<file path="config.mk">
export PLATFORM = sky130hd
export DESIGN_NAME = flit_receiver_flat
export DESIGN_NICKNAME = d
export VERILOG_FILES = /design/src/rtl/flit_receiver_if.sv /design/src/rtl/flit_receiver.sv /design/src/flat_wrapper.sv
export SDC_FILE = /design/constraint.sdc
export NUM_CORES = 1
export LEC_CHECK = 0
export ABC_CLOCK_PERIOD_IN_PS = 5850
export BUFFER_PORTS_ARGS = -buffer_cell sky130_fd_sc_hd__buf_2
export CORE_MARGIN = 5
export CORE_UTILIZATION = 45
export CTS_CLUSTER_DIAMETER = 120
export DETAILED_ROUTE_END_ITERATION = 8
export SYNTH_ARGS = -nofsm -noshare
export SYNTH_HDL_FRONTEND = slang
export SYNTH_SLANG_ARGS = --single-unit
</file>
<file path="constraint.sdc">
create_clock -name clk -period 5.85 [get_ports clk]
set_input_delay 1.17 -clock clk [delete_from_list [all_inputs] [get_ports clk]]
set_output_delay 1.17 -clock clk [all_outputs]
set_load 0.03 [all_outputs]
</file>
<file path="src/rtl/flit_receiver_if.sv">
// Flit link and mapper-side pop interface for flit_receiver.
// The slave modport is the receiver; the master modport is the link/mapper side.
interface flit_receiver_if #(
   parameter int DATA_WIDTH = 32,
   parameter int TAG_WIDTH  = 4
);
   logic                            enablein;
   logic [DATA_WIDTH+TAG_WIDTH-1:0] datain;
   logic                            restart;
   logic                            ren;
   logic [DATA_WIDTH-1:0]           dataout;
   logic                            dataout_valid;
   logic [DATA_WIDTH-1:0]           keywordnumber;
   logic [DATA_WIDTH-1:0]           textfilenumber;
   logic [15:0]                     word_count;
   logic [15:0]                     seq_count;
   logic                            full;
   logic                            empty;
   logic                            overflow;
   logic                            done;

   modport master (
      output enablein, datain, restart, ren,
      input  dataout, dataout_valid, keywordnumber, textfilenumber,
             word_count, seq_count, full, empty, overflow, done
   );

   modport slave (
      input  enablein, datain, restart, ren,
      output dataout, dataout_valid, keywordnumber, textfilenumber,
             word_count, seq_count, full, empty, overflow, done
   );
endinterface

</file>
<file path="src/rtl/flit_receiver.sv">
// Receiving end of the scheduler flit link: decodes route tags, captures the two
// header words and buffers payload words in a FIFO popped by the local mapper.
module flit_receiver #(
   parameter int              DATA_WIDTH = 32,
   parameter int              TAG_WIDTH  = 4,
   parameter int              FLIT_WIDTH = 36,
   parameter logic [3:0]      MY_TAG     = 4'b1001,
   parameter logic [3:0]      SEQ_TAG    = 4'b0001,
   parameter int              FIFO_DEPTH = 16,
   parameter int              PTR_WIDTH  = 4
) (
   input logic           clk,
   input logic           reset,
   flit_receiver_if.slave bus
);
   typedef enum logic [1:0] {
      S_IDLE    = 2'd0,
      S_HDR_TF  = 2'd1,
      S_PAYLOAD = 2'd2,
      S_DONE    = 2'd3
   } state_e;

   localparam logic [DATA_WIDTH-1:0] TERM_WORD  = {DATA_WIDTH{1'b1}};
   localparam logic [PTR_WIDTH:0]    COUNT_FULL = (PTR_WIDTH+1)'(FIFO_DEPTH);

   state_e                  state_q, state_d;
   logic [DATA_WIDTH-1:0]   mem_q [FIFO_DEPTH];
   logic [PTR_WIDTH-1:0]    wr_ptr_q, rd_ptr_q;
   logic [PTR_WIDTH:0]      count_q, count_d;
   logic [DATA_WIDTH-1:0]   kw_q, kw_d, tf_q, tf_d, dout_q, dout_d;
   logic [15:0]             wc_q, wc_d, sc_q, sc_d;
   logic                    dv_q, ovf_q, ovf_d;

   logic [DATA_WIDTH-1:0]   word_s;
   logic [TAG_WIDTH-1:0]    tag_s;
   logic                    my_s, seq_s, term_s, full_s, empty_s;
   logic                    push_req_s, push_s, pop_s;

   assign word_s  = bus.datain[FLIT_WIDTH-1:TAG_WIDTH];
   assign tag_s   = bus.datain[TAG_WIDTH-1:0];
   assign my_s    = bus.enablein && (tag_s == MY_TAG);
   assign seq_s   = bus.enablein && (tag_s == SEQ_TAG);
   assign term_s  = (word_s == TERM_WORD);
   assign full_s  = (count_q == COUNT_FULL);
   assign empty_s = (count_q == (PTR_WIDTH+1)'(0));

   // Header/payload sequencing; terminator ends the stream from any live state.
   always_comb begin
      state_d    = state_q;
      kw_d       = kw_q;
      tf_d       = tf_q;
      push_req_s = 1'b0;
      if (my_s) begin
         case (state_q)
            S_IDLE: begin
               if (term_s) begin
                  state_d = S_DONE;
               end else begin
                  kw_d    = word_s;
                  state_d = S_HDR_TF;
               end
            end
            S_HDR_TF: begin
               if (term_s) begin
                  state_d = S_DONE;
               end else begin
                  tf_d    = word_s;
                  state_d = S_PAYLOAD;
               end
            end
            S_PAYLOAD: begin
               if (term_s) begin
                  state_d = S_DONE;
               end else begin
                  push_req_s = 1'b1;
               end
            end
            S_DONE:  state_d = S_DONE;
            default: state_d = S_IDLE;
         endcase
      end else begin
         state_d = state_q;
      end
   end

   // Push/pop arbitration; a push into a full FIFO is dropped even alongside a pop.
   always_comb begin
      push_s = push_req_s && !full_s && !bus.restart;
      pop_s  = bus.ren && !empty_s;
      ovf_d  = ovf_q || (push_req_s && full_s);
      dout_d = pop_s ? mem_q[rd_ptr_q] : dout_q;
      wc_d   = (push_s && (wc_q != 16'hFFFF)) ? (wc_q + 16'd1) : wc_q;
      sc_d   = (seq_s && (sc_q != 16'hFFFF)) ? (sc_q + 16'd1) : sc_q;
      case ({push_s, pop_s})
         2'b10:   count_d = count_q + (PTR_WIDTH+1)'(1);
         2'b01:   count_d = count_q - (PTR_WIDTH+1)'(1);
         default: count_d = count_q;
      endcase
   end

   // State, pointers, counters and output registers.
   always_ff @(posedge clk or posedge reset) begin
      if (reset) begin
         state_q  <= S_IDLE;
         wr_ptr_q <= '0;
         rd_ptr_q <= '0;
         count_q  <= '0;
         kw_q     <= '0;
         tf_q     <= '0;
         dout_q   <= '0;
         dv_q     <= 1'b0;
         ovf_q    <= 1'b0;
         wc_q     <= 16'd0;
         sc_q     <= 16'd0;
      end else if (bus.restart) begin
         state_q  <= S_IDLE;
         wr_ptr_q <= '0;
         rd_ptr_q <= '0;
         count_q  <= '0;
         kw_q     <= '0;
         tf_q     <= '0;
         dout_q   <= '0;
         dv_q     <= 1'b0;
         ovf_q    <= 1'b0;
         wc_q     <= 16'd0;
         sc_q     <= 16'd0;
      end else begin
         state_q  <= state_d;
         wr_ptr_q <= push_s ? (wr_ptr_q + PTR_WIDTH'(1)) : wr_ptr_q;
         rd_ptr_q <= pop_s ? (rd_ptr_q + PTR_WIDTH'(1)) : rd_ptr_q;
         count_q  <= count_d;
         kw_q     <= kw_d;
         tf_q     <= tf_d;
         dout_q   <= dout_d;
         dv_q     <= pop_s;
         ovf_q    <= ovf_d;
         wc_q     <= wc_d;
         sc_q     <= sc_d;
      end
   end

   // Payload storage; contents are don't-care until written.
   always_ff @(posedge clk) begin
      if (push_s) begin
         mem_q[wr_ptr_q] <= word_s;
      end
   end

   assign bus.dataout        = dout_q;
   assign bus.dataout_valid  = dv_q;
   assign bus.keywordnumber  = kw_q;
   assign bus.textfilenumber = tf_q;
   assign bus.word_count     = wc_q;
   assign bus.seq_count      = sc_q;
   assign bus.full           = full_s;
   assign bus.empty          = empty_s;
   assign bus.overflow       = ovf_q;
   assign bus.done           = (state_q == S_DONE);
endmodule

</file>
<file path="src/flat_wrapper.sv">
// flat-port wrapper written by rule: the top's interface ports become plain ports
module flit_receiver_flat 
#(
   parameter int              DATA_WIDTH = 32,
   parameter int              TAG_WIDTH  = 4,
   parameter int              FLIT_WIDTH = 36,
   parameter logic [3:0]      MY_TAG     = 4'b1001,
   parameter logic [3:0]      SEQ_TAG    = 4'b0001,
   parameter int              FIFO_DEPTH = 16,
   parameter int              PTR_WIDTH  = 4
)
  (clk, reset, bus_enablein, bus_datain, bus_restart, bus_ren, bus_dataout, bus_dataout_valid, bus_keywordnumber, bus_textfilenumber, bus_word_count, bus_seq_count, bus_full, bus_empty, bus_overflow, bus_done);
  flit_receiver_if #(.DATA_WIDTH(DATA_WIDTH), .TAG_WIDTH(TAG_WIDTH)) bus_i ();
  input logic clk;
  input logic reset;
  input wire logic [$bits(bus_i.enablein)-1:0] bus_enablein;
  input wire logic [$bits(bus_i.datain)-1:0] bus_datain;
  input wire logic [$bits(bus_i.restart)-1:0] bus_restart;
  input wire logic [$bits(bus_i.ren)-1:0] bus_ren;
  output wire logic [$bits(bus_i.dataout)-1:0] bus_dataout;
  output wire logic [$bits(bus_i.dataout_valid)-1:0] bus_dataout_valid;
  output wire logic [$bits(bus_i.keywordnumber)-1:0] bus_keywordnumber;
  output wire logic [$bits(bus_i.textfilenumber)-1:0] bus_textfilenumber;
  output wire logic [$bits(bus_i.word_count)-1:0] bus_word_count;
  output wire logic [$bits(bus_i.seq_count)-1:0] bus_seq_count;
  output wire logic [$bits(bus_i.full)-1:0] bus_full;
  output wire logic [$bits(bus_i.empty)-1:0] bus_empty;
  output wire logic [$bits(bus_i.overflow)-1:0] bus_overflow;
  output wire logic [$bits(bus_i.done)-1:0] bus_done;
  assign bus_i.enablein = bus_enablein;
  assign bus_i.datain = bus_datain;
  assign bus_i.restart = bus_restart;
  assign bus_i.ren = bus_ren;
  assign bus_dataout = bus_i.dataout;
  assign bus_dataout_valid = bus_i.dataout_valid;
  assign bus_keywordnumber = bus_i.keywordnumber;
  assign bus_textfilenumber = bus_i.textfilenumber;
  assign bus_word_count = bus_i.word_count;
  assign bus_seq_count = bus_i.seq_count;
  assign bus_full = bus_i.full;
  assign bus_empty = bus_i.empty;
  assign bus_overflow = bus_i.overflow;
  assign bus_done = bus_i.done;
  flit_receiver #(.DATA_WIDTH(DATA_WIDTH), .TAG_WIDTH(TAG_WIDTH), .FLIT_WIDTH(FLIT_WIDTH), .MY_TAG(MY_TAG), .SEQ_TAG(SEQ_TAG), .FIFO_DEPTH(FIFO_DEPTH), .PTR_WIDTH(PTR_WIDTH)) u_core (.clk(clk), .reset(reset), .bus(bus_i));
endmodule
</file>
==> results.toml <==
[clock_network]
postCtsSetupRepairBufs = 0
cts-htree-levels = 3
clkTransAtPathRegs_ns = 0.06
cts_tree = "yes"
clk_latency_ns = 0.61
ctsHoldBuffers = 0
cts.sinks = 657
cts_resized = 0
cts_inserted_buffers = 68
clockBufferDepth = 3
root_buffer = "clkbuf_16"

[synthesis]
synthArstFlopShare_pct = 22.1
synth_seq_cells = 657
synth.area.top_cells = "edfxtp_1 (59%), dfrtp_1 (14%), mux4_2 (11%), a22oi_1 (1.8%), mux2_1 (1.6%)"
yosysWarnings = 0
synth_top_area_share_pct = 58.9
synth_ff_type = "edfxtp_1"
syn-instance-count = 1442
ys_seq_area_share_pct = 72.7
synth_top_area_cell = "edfxtp_1"
synth_edf_count = 512
synth_nets = 1494
synth.avg_cell_area_um2 = 18.1
syn_area_mm2 = 0.0261
synth_cell_types = 55

[power_and_ir_drop]
p_leak_uw = 0.0106
vdd_drop_max_mv = 0.204
power_uw = 11000
p_per_area_mw_per_mm2 = 364

[sta]
slew_violations = 0
period_minus_slack_ns = 4.08
rsz0062_at_grt = "no"
timing.fmax_ghz = 0.245
layout_setup_ws_ns = 1.77
fin_worst_skew_ns = 0.0265
period_share_pct = 69.8
finalHoldViolCount = 0
setup_violations = 0
fin_setup_tns_ns = 0
slew_headroom_pct = 15.2
worst_pin_slew_ns = 1.27

[place]
portBuffers = 173
place_congestion = 0.771
hpwl_mm = 35.4
dpl_worst_slack_ns = 1.11

[floorplan]
die_w_um = 251
dieArea_mm2 = 0.0630
rows = 88
die_height_um = 251
start_util_pct = 45.4
fp.coreArea_mm2 = 0.0576
io-pin-count = 174

[worst_setup_path]
critPathBufInv = 2
cp_top_family = "simple AND/OR/NAND/NOR gates"
cpMostUsedCell = "o21a_1"
crit_arrival_ns = 4.57
cp_cell_sequence = "buf_2, nand4_1, or4_1, o21ai_4, o21ai_1, inv_2, ha_1, nor2b_1, o21a_1, o21a_1, mux2i_1, mux2_1"
cp-start-kind = "primary input"
end_kind = "register"
path_class = "in2reg"
path_max_fanout = 19
critical-path-slowest-cell = "or4_1"
cp_slowest_stage_delay_ns = 0.70
worstPathRequired_ns = 6.34

[route]
drc = 0
final_antenna_net_count = 0
avgRoutedWirePerCell_um = 25.9
drt_first_pass_iters = 5
finalWirelength_mm = 63.8
drt_iter0_markers = 1236
routed-via-count = 14223
viasPerCell = 5.78

[global_route]
grt_pass1_wl_mm = 95.4
antenna_found_initial = 1
track_usage_pct = 20.1
grt_max_degree = 70
grt_pass1_vias = 14622
overflow = 0

[layout]
final_layout_size_suffix_gt1_share_pct = 28.4
nets = 1693
final_common_cell = "edfxtp_1"
layout_common_cells = "edfxtp_1 (512), buf_2 (172), dfrtp_1 (143), mux4_2 (128), nor2_1 (98)"
final_util_pct = 52.5
syn2layout_area_growth_pct = 15.7

[run]
cap_violations = 0

[hold_path]
hold_path_class = "reg2reg"

[outcome]
outcome = "finished, final reports clean"
Yosys cell counts (3+ instances only):
cell type / n
buf_2: 25
mux4_2: 128
a31oi_1: 4
nor2b_1: 44
nand4_1: 20
ha_1: 10
and2_1: 7
nand3_1: 15
o21ai_0: 4
buf_6: 4
a22oi_1: 64
nor4_1: 11
buf_1: 8
nor3_1: 13
dfrtp_1: 145
nor2_1: 99
a2111oi_4: 3
and3_1: 7
clkbuf_1: 50
o21ai_1: 3
nand2_1: 20
xor2_1: 12
o21a_1: 5
edfxtp_1: 512
mux2_1: 38
nand2b_1: 9
a21oi_1: 78
mux2_2: 3
o31ai_1: 7
mux2i_1: 40
or4_1: 12
inv_1: 8
nor4_2: 4
or3_1: 3
kinds of logic (layout without fill, tap and decap cells):
| group | count (synthesis) | in the layout | share of synthesized area (%) |
|---|---|---|---|
| DFF | 657 | 657 | 72.7 |
| and+or+nand+nor | 274 | 274 | 5.53 |
| muxes | 209 | 209 | 14.3 |
| AOI/OAI and AO/OA | 180 | 180 | 4.68 |
| buffers and inverters | 96 | 350 | 1.61 |
| xor gates and xnor gates | 15 | 15 | 0.532 |
| adders and majority gates | 11 | 11 | 0.556 |
| other | 0 | 1 | 0 |
flip-flops by register name, summed over array words and instances, names as in the netlist, 2 cells and up:
| signal | cells |
|---|---|
| u_core.count_q | 5 |
| u_core.bus.keywordnumber | 32 |
| u_core.mem_q | 512 |
| u_core.state_q | 2 |
| u_core.bus.dataout | 32 |
| u_core.bus.seq_count | 16 |
| u_core.wr_ptr_q | 4 |
| u_core.bus.textfilenumber | 32 |
| u_core.rd_ptr_q | 4 |
| u_core.bus.word_count | 16 |
routing by layer:
metal / global-route usage [%] / routed length, um / vias to the layer above
met4: 5.33 / 1170 / 0
met3: 3.34 / 3460 / 87
li1: - / - / 6147
met1: 28.4 / 27600 / 7562
met5: 0 / 0 / -
met2: 33.1 / 31600 / 427
layout make-up:
class | instances | area (um^2)
clock inverter | 23 | 191
inverter | 9 | 38.8
antenna | 1 | 2.50
sequential | 657 | 19000
tap | 765 | 957
clock buffer | 102 | 1980
fill | 4629 | 27400
timing repair buffer | 216 | 1220
multi-input combinational | 689 | 6810
metrics by stage:
stage | hold slack (ns) | instances | instance area, um^2
floorplan | 0.552 | 1442 | 26100
global placement | 0.471 | 2336 | 28000
detailed placement | 0.477 | 2336 | 28000
CTS | 0.492 | 2461 | 30200
global route | 0.505 | 2461 | 30200
finish | 0.488 | 2462 | 30200
where the power goes:
part	switching, uW	leakage [uW]	internal [uW]
clock network	1760	0.00106	2450
registers	166	0.00658	5120
logic	833	0.00300	674
path summary, 6_finish.rpt:
path	end	cells after the start	slack, ns	from
min reg2reg	u_core.bus.textfilenumber[7]	1	0.49	u_core.bus.textfilenumber[7]
max	u_core.count_q[4]	12	1.77	bus_datain[16]
max reg2reg	u_core.mem_q[5][0]	5	2.43	u_core.state_q[1]
min	u_core.bus.textfilenumber[7]	1	0.49	u_core.bus.textfilenumber[7]
max in group asynchronous	u_core.bus.keywordnumber[6]	3	3.99	reset
min in group asynchronous	u_core.bus.keywordnumber[5]	2	0.66	reset
No activity file was read; power rests on OpenSTA's default activity.
